--- src/rtl/spi_target_shifter.sv ---
// SPI target datapath: oversamples sclk/cs_n/mosi on clk_in, deserialises mosi
// into WIDTH-bit words and serialises tx words onto miso, all four CPOL/CPHA modes.
module spi_target_shifter #(
  parameter int unsigned WIDTH     = 8,
  parameter logic [15:0] IDLE_FILL = 16'h00FF
) (
  input  logic             clk_in,
  input  logic             async_rst,
  input  logic             cpol,
  input  logic             cpha,
  input  logic             sclk,
  input  logic             cs_n,
  input  logic             mosi,
  output logic             miso,
  output logic             miso_oe,
  input  logic [WIDTH-1:0] tx_data,
  input  logic             tx_valid,
  output logic             tx_ready,
  output logic             tx_underrun,
  output logic [WIDTH-1:0] rx_data,
  output logic             rx_valid,
  output logic             rx_abort
);

  localparam int unsigned CNT_W = $clog2(WIDTH + 1);

  typedef enum logic {
    IDLE   = 1'b0,
    ACTIVE = 1'b1
  } state_t;

  state_t           state;
  logic             sclk_s1, sclk_s2, sclk_q;
  logic             cs_s1, cs_s2;
  logic             mosi_s1, mosi_s2;
  logic [WIDTH-1:0] tx_sh;
  logic [WIDTH-1:0] rx_sh;
  logic [CNT_W-1:0] bit_cnt;

  logic             sclk_chg;
  logic             lead_edge;
  logic             trail_edge;
  logic             sample_edge;
  logic             shift_edge;
  logic             word_done;
  logic [WIDTH-1:0] load_word;

  // Two-flop synchronisers plus the delayed sclk copy used for edge detection
  always_ff @(posedge clk_in or posedge async_rst) begin
    if (async_rst) begin
      sclk_s1 <= 1'b0;
      sclk_s2 <= 1'b0;
      sclk_q  <= 1'b0;
      cs_s1   <= 1'b1;
      cs_s2   <= 1'b1;
      mosi_s1 <= 1'b0;
      mosi_s2 <= 1'b0;
    end else begin
      sclk_s1 <= sclk;
      sclk_s2 <= sclk_s1;
      sclk_q  <= sclk_s2;
      cs_s1   <= cs_n;
      cs_s2   <= cs_s1;
      mosi_s1 <= mosi;
      mosi_s2 <= mosi_s1;
    end
  end

  assign sclk_chg    = sclk_s2 != sclk_q;
  assign lead_edge   = sclk_chg && (sclk_s2 != cpol);
  assign trail_edge  = sclk_chg && (sclk_s2 == cpol);
  assign sample_edge = cpha ? trail_edge : lead_edge;
  assign shift_edge  = cpha ? lead_edge : trail_edge;
  assign word_done   = bit_cnt == CNT_W'(WIDTH);
  assign load_word   = tx_valid ? tx_data : IDLE_FILL[WIDTH-1:0];

  // Control FSM with shifters; a shift edge while bit_cnt is zero is the one
  // that follows a word load, where the MSB is already on miso, so it is skipped.
  always_ff @(posedge clk_in or posedge async_rst) begin
    if (async_rst) begin
      state       <= IDLE;
      tx_sh       <= '0;
      rx_sh       <= '0;
      bit_cnt     <= '0;
      miso        <= 1'b1;
      miso_oe     <= 1'b0;
      tx_ready    <= 1'b0;
      tx_underrun <= 1'b0;
      rx_data     <= '0;
      rx_valid    <= 1'b0;
      rx_abort    <= 1'b0;
    end else begin
      tx_ready    <= 1'b0;
      tx_underrun <= 1'b0;
      rx_valid    <= 1'b0;
      rx_abort    <= 1'b0;
      case (state)
        IDLE: begin
          if (!cs_s2) begin
            state       <= ACTIVE;
            tx_sh       <= load_word;
            miso        <= load_word[WIDTH-1];
            tx_ready    <= tx_valid;
            tx_underrun <= !tx_valid;
            bit_cnt     <= '0;
            miso_oe     <= 1'b1;
          end
        end
        ACTIVE: begin
          if (word_done) begin
            rx_data  <= rx_sh;
            rx_valid <= 1'b1;
            bit_cnt  <= '0;
          end
          if (cs_s2) begin
            state   <= IDLE;
            miso_oe <= 1'b0;
            miso    <= 1'b1;
            if (bit_cnt != '0 && !word_done) begin
              rx_abort <= 1'b1;
            end
          end else if (word_done) begin
            tx_sh       <= load_word;
            miso        <= load_word[WIDTH-1];
            tx_ready    <= tx_valid;
            tx_underrun <= !tx_valid;
          end else begin
            if (sample_edge) begin
              rx_sh   <= {rx_sh[WIDTH-2:0], mosi_s2};
              bit_cnt <= bit_cnt + CNT_W'(1);
            end
            if (shift_edge && bit_cnt != '0) begin
              tx_sh <= {tx_sh[WIDTH-2:0], tx_sh[WIDTH-1]};
              miso  <= tx_sh[WIDTH-2];
            end
          end
        end
        default: state <= IDLE;
      endcase
    end
  end

endmodule

--- config.mk ---
export PLATFORM = sky130hd
export DESIGN_NAME = spi_target_shifter
export DESIGN_NICKNAME = d
export VERILOG_FILES = /design/src/rtl/spi_target_shifter.sv
export SDC_FILE = /design/constraint.sdc
export NUM_CORES = 1
export LEC_CHECK = 0
export CAP_MARGIN = 20
export CORE_ASPECT_RATIO = 0.6
export CORE_MARGIN = 2
export CORE_UTILIZATION = 59
export CTS_BUF_LIST = sky130_fd_sc_hd__clkbuf_8
export CTS_CLUSTER_SIZE = 8
export DETAILED_ROUTE_END_ITERATION = 16
export MAX_ROUTING_LAYER = met4
export PLACE_DENSITY = 0.87
export SLEW_MARGIN = 20
export SYNTH_ARGS = -nofsm -noshare
export SYNTH_HDL_FRONTEND = slang
export SYNTH_SLANG_ARGS = --single-unit
--- constraint.sdc ---
create_clock -name clk_in -period 5.9 [get_ports clk_in]
set_input_delay 1.18 -clock clk_in [delete_from_list [all_inputs] [get_ports clk_in]]
set_output_delay 1.18 -clock clk_in [all_outputs]
set_load 0.05 [all_outputs]
### After elaboration in Yosys (flattened, before gate mapping)

Index checks and enable logic that the tools add are counted.

* word-level logic and storage cells: 79
* register bits after elaboration: 42
* output and inout bits: 14
* input port bits: 16
* latch bits: 0
* bits in read-only memories: 0
* RAM bits: 0
* memories: 0

* div/mod/pow operators: 0
* shift-type cells: 0
* equal/unequal tests: 9
* bitwise gates (word level): 3
* mux-type cells: 36
* reduce and logical (&&, ||, !) cells: 12
* magnitude comparators: 0
* $mul: 0
* $add $sub $neg: 1

Operators with widths (count)
* $mux W8: 5
* $mux W1: 20
* $mux W4: 5
* $pmux W8 S2: 1
* $pmux W1 S2: 4
* $pmux W4 S2: 1
* $reduce_and A2 Y1: 3
* $add A4 B1 Y4 const B: 1
* $eq A4 B4 Y1 const B: 1
* $logic_and A1 B1 Y1: 4
* $ne A2 B2 Y1 const B: 2
* $ne A4 B1 Y1 const B: 1
* $reduce_and A4 Y1: 1
* $reduce_bool A4 Y1: 1
* $ne A3 B1 Y1 const B: 1
* $not A1 Y1: 3
* $reduce_and A3 Y1: 1
* $logic_not A1 Y1: 2
* $ne A1 B1 Y1: 2
* $ne A2 B1 Y1 const B: 1
* $eq A1 B1 Y1: 1

### Depth between registers and ports, before layout

* word-level depth: 8
* mapped depth: 8
* gate-level depth less buffers: 6

### Worst setup path before layout

OpenSTA, ideal clock, no wires.

* path kind: input to register
* start point: input cpol
* end point: register bit_cnt[1]
* library setup time: 0.126 ns
* path slack: 3.539 ns
* stages: 4
* buffers on the path: 0
* arrival time: 2.235 ns
* data required time: 5.774 ns
* cells stage by stage: xnor2_2 > mux2i_2 > nor4_1 > a221o_1

* cells in the longest elaborated chain, start to end: 7
* elaborated cells on any way between the ends: 9
* those cells by class: 2 x eq/ne; 5 x mux; 2 x reduce/logical

Ends and longest elaborated chain
* start, declared: line 9 `input logic cpol,`
* $ne A1 B1 Y1 or $eq A1 B1 Y1 (tied branches): line 70, 71
* $logic_and A1 B1 Y1, on equally long branches: line 70, 71
* $mux W1 *: line 72 `assign sample_edge = cpha ? trail_edge : lead_edge;`
* $mux W4 *: line 128 `if (sample_edge) begin`
* $mux W4 *: line 122 `end else if (word_done) begin`
* $mux W4 *: line 115 `if (cs_s2) begin`
* $pmux W4 S2 *: line 97 `case (state)`
* end signal, assigned: line 130 `bit_cnt <= bit_cnt + CNT_W'(1);`
* end, declared: line 38 `logic [CNT_W-1:0] bit_cnt;`

Every way passes the cells marked *; elsewhere a longest branch is shown, timed or not.
A chain may end at the register's enable or synchronous reset.

### Worst setup path in the final report

* start point: register miso
* end point: output miso

RTL lines
* start, declared: line 14 `output logic miso,`
* start signal, assigned: line 102 `miso <= load_word[WIDTH-1];`
* start signal, assigned: line 124 `miso <= load_word[WIDTH-1];`
* start signal, assigned: line 134 `miso <= tx_sh[WIDTH-2];`

No word-level cell between the ends.

==> results.md <==
- Slowest stage delay, CP: 0.82 ns
- FF-to-FF setup slack: 3.51 ns
- GRT Util Overall: 0.260
- Congestion Overflow GR: 0
- TritonCTS Buffers: 5
- Rows: 15
- Mapped Area: 0.00189 mm²
- Ys flop type: dfrtp_1
- Post-cts repair resize count: 0
- Synth area leaders: dfrtp_1, mux2_2, dfstp_2, o32ai_1, ha_1
- CP Cell Sequence: clkdlybuf4s50_1
- Antenna violations before repair: 0
- Setup crit start kind: flip-flop
- Slew HR: 0.438
- Ports: 30
- FF+latch count, synth: 42
- Die Area: 0.00369 mm²
- Final Setup Violations: 0
- Crit path time final: 2.85 ns
- RSZ-0062 raised after global routing: no
- Die height: 47.8 µm
- Reg2reg path depth: 5
- Post-synth EDFFs: 0
- P per Cell Area: 272 mW/mm²
- Vias per std cell: 6.03
- Post-CTS setup buffer count: 0
- Hold path startpoint: sclk_s1
- Final Power: 628 µW
- Crit-path max FO: 2
- Yosys warning total: 0
- Seq/Total Area, Yosys: 0.558
- CP Depth: 1
- Largest delay share family, worst path: buffers and inverters
- Synth top area share: 0.516
- Drt pass-1 iters: 4
- Multi-input gate area: 787 µm²
- Max-capacitance violation count: 0
- Worst hold path stage count: 0
- Syn_area_per_cell: 12.1 µm²
- Worst Tran Pin Value: 0.836 ns
- Placer congestion estimate: 0.936
- Share of cells above drive strength 1: 0.184
- Mapped Nets: 177
- Crit path buffers/inverters: 1
- Max VDD drop: 0.225 mV
- RR Startpoint: state
- DRC viols: 0
- Hold Path End: sclk_s2
- Core Footprint: 0.00297 mm²
- First-pass GRT wire length: 6590 µm
- TNS Setup: 0 ns
- WL per Instance: 17.4 µm
- Largest net degree at the start of global routing: 43
- Initial detailed-routing violation count: 116
- FFs w/ async S/R, synth: 1.00
- Root buffer cell: clkbuf_8
- ANT cells: 0
- Clock Latency Late Sink: 0.31 ns
- Cell with the most instances after synthesis: dfrtp_1
- Clock transition at path regs: 0.08 ns
- CP arrival: 1.67 ns
- Slowest CP cell: clkdlybuf4s50_1
- Final #Nets: 210
- Clock sinks: 42
- Netlist cell types: 36
- Skew final: 0.00495 ns
- Vias: 1400
- Outcome: finished clean
- DP Wirelength: 2870 µm
- Filler Cell Count: 202
- Area growth syn-to-layout: 22.1%
- Max Root-Sink Buffers: 2
- Post-DRT Antenna Nets: 0
- RR Endpoint: tx_sh[0]
- Number of port buffers: 29
- Vias in the first global route: 1331
- Data required time of the worst path: 4.72 ns
- Max Clock Freq: 351 MHz
- Die W: 77.1 µm
- Slew Limit Fails: 0
- Starting Density: 0.638
- Hold-fix buffers at CTS: 0
- CTS tree: yes
- Final hold violation count: 0
- Post-synth top area cell: dfrtp_1
- Hold crit path type: reg2reg
- H-tree levels: 2
- Top cells by count, synth: dfrtp_1, mux2_2, nor2_1
- Total wire length: 4030 µm
- Seq. cell area: 0.00105 mm²
- Post-Syn Instances: 156
- Period Utilization, post-route: 0.483
- Setup crit end kind: output port
- Leakage power: 0.995 nW
- Crit path kind: reg2out
[stage by stage]
step / utilization / setup WS [ns] / instance area [µm²] / hold WS [ns] / instances
floorplan: - / 3.54 / 1890 / 0.331 / 156
global placement: 0.748 / 2.91 / 2220 / 0.332 / 224
detailed placement: 0.748 / 2.85 / 2220 / 0.345 / 224
CTS: 0.778 / 3.04 / 2310 / 0.363 / 232
global route: 0.778 / 3.03 / 2310 / 0.367 / 232
finish: 0.778 / 3.05 / 2310 / 0.358 / 232
[power by group]
group          total (mW)  switching [mW]  internal (mW)
clock               0.188           0.105         0.0831
combinational      0.0986          0.0527         0.0459
sequential          0.341          0.0225          0.319
[placed cells by master (no fill, tap or decap), types with 5 or more instances in the layout]
cell type	netlist	layout
clkdlybuf4s50_1	0	29
inv_1	7	7
mux2_2	18	18
ha_1	5	5
clkbuf_8	0	5
nor2_1	13	13
nand2_1	6	6
o32ai_1	8	8
a21oi_1	8	8
or3_1	8	8
dfrtp_1	39	39
[area by class of cell]
class                   instances  share of cell area
inverters                       7              0.0114
well taps                      42              0.0228
clock inverters                 3             0.00921
repair buffers                 30               0.129
flip-flops and latches         42               0.457
clock buffers                   5              0.0298
multi-input cells             103               0.341
[routing by layer]
layer	global-route usage	wire length [µm]	part of all wire	vias to the layer above
li1	-	-	-	640
met1	0.315	1760	0.44	692
met2	0.430	1910	0.47	54
met3	0.0623	255	0.063	14
met4	0.132	102	0.025	0
met5	-	0	0	-
[worst max-delay path by stage]
stage / startpoint / end / slack [ns]
4_1_cts: miso / miso / 3.04
5_1_grt: miso / miso / 3.03
6_report: miso / miso / 3.05
3_5_place_dp: cpol / tx_sh[0] / 2.85
2_1_floorplan: cpol / bit_cnt[1] / 3.54
3_3_place_gp: cpol / rx_sh[2] / 2.91
[state kept, by name, indices dropped and copies added, names as in the netlist, 4 cells and up]
signal / cells
tx_sh: 8
bit_cnt: 4
rx_data: 8
rx_sh: 8
[kinds of logic after synthesis]
family | after synthesis | share of synthesized area
simple gates | 47 | 0.138
flops | 42 | 0.558
compound gates | 30 | 0.115
mux | 20 | 0.122
buf+inv | 11 | 0.0258
fa+ha+maj | 5 | 0.0331
xor+xnor | 1 | 0.00861
Power figures use the tool's default switching activity.
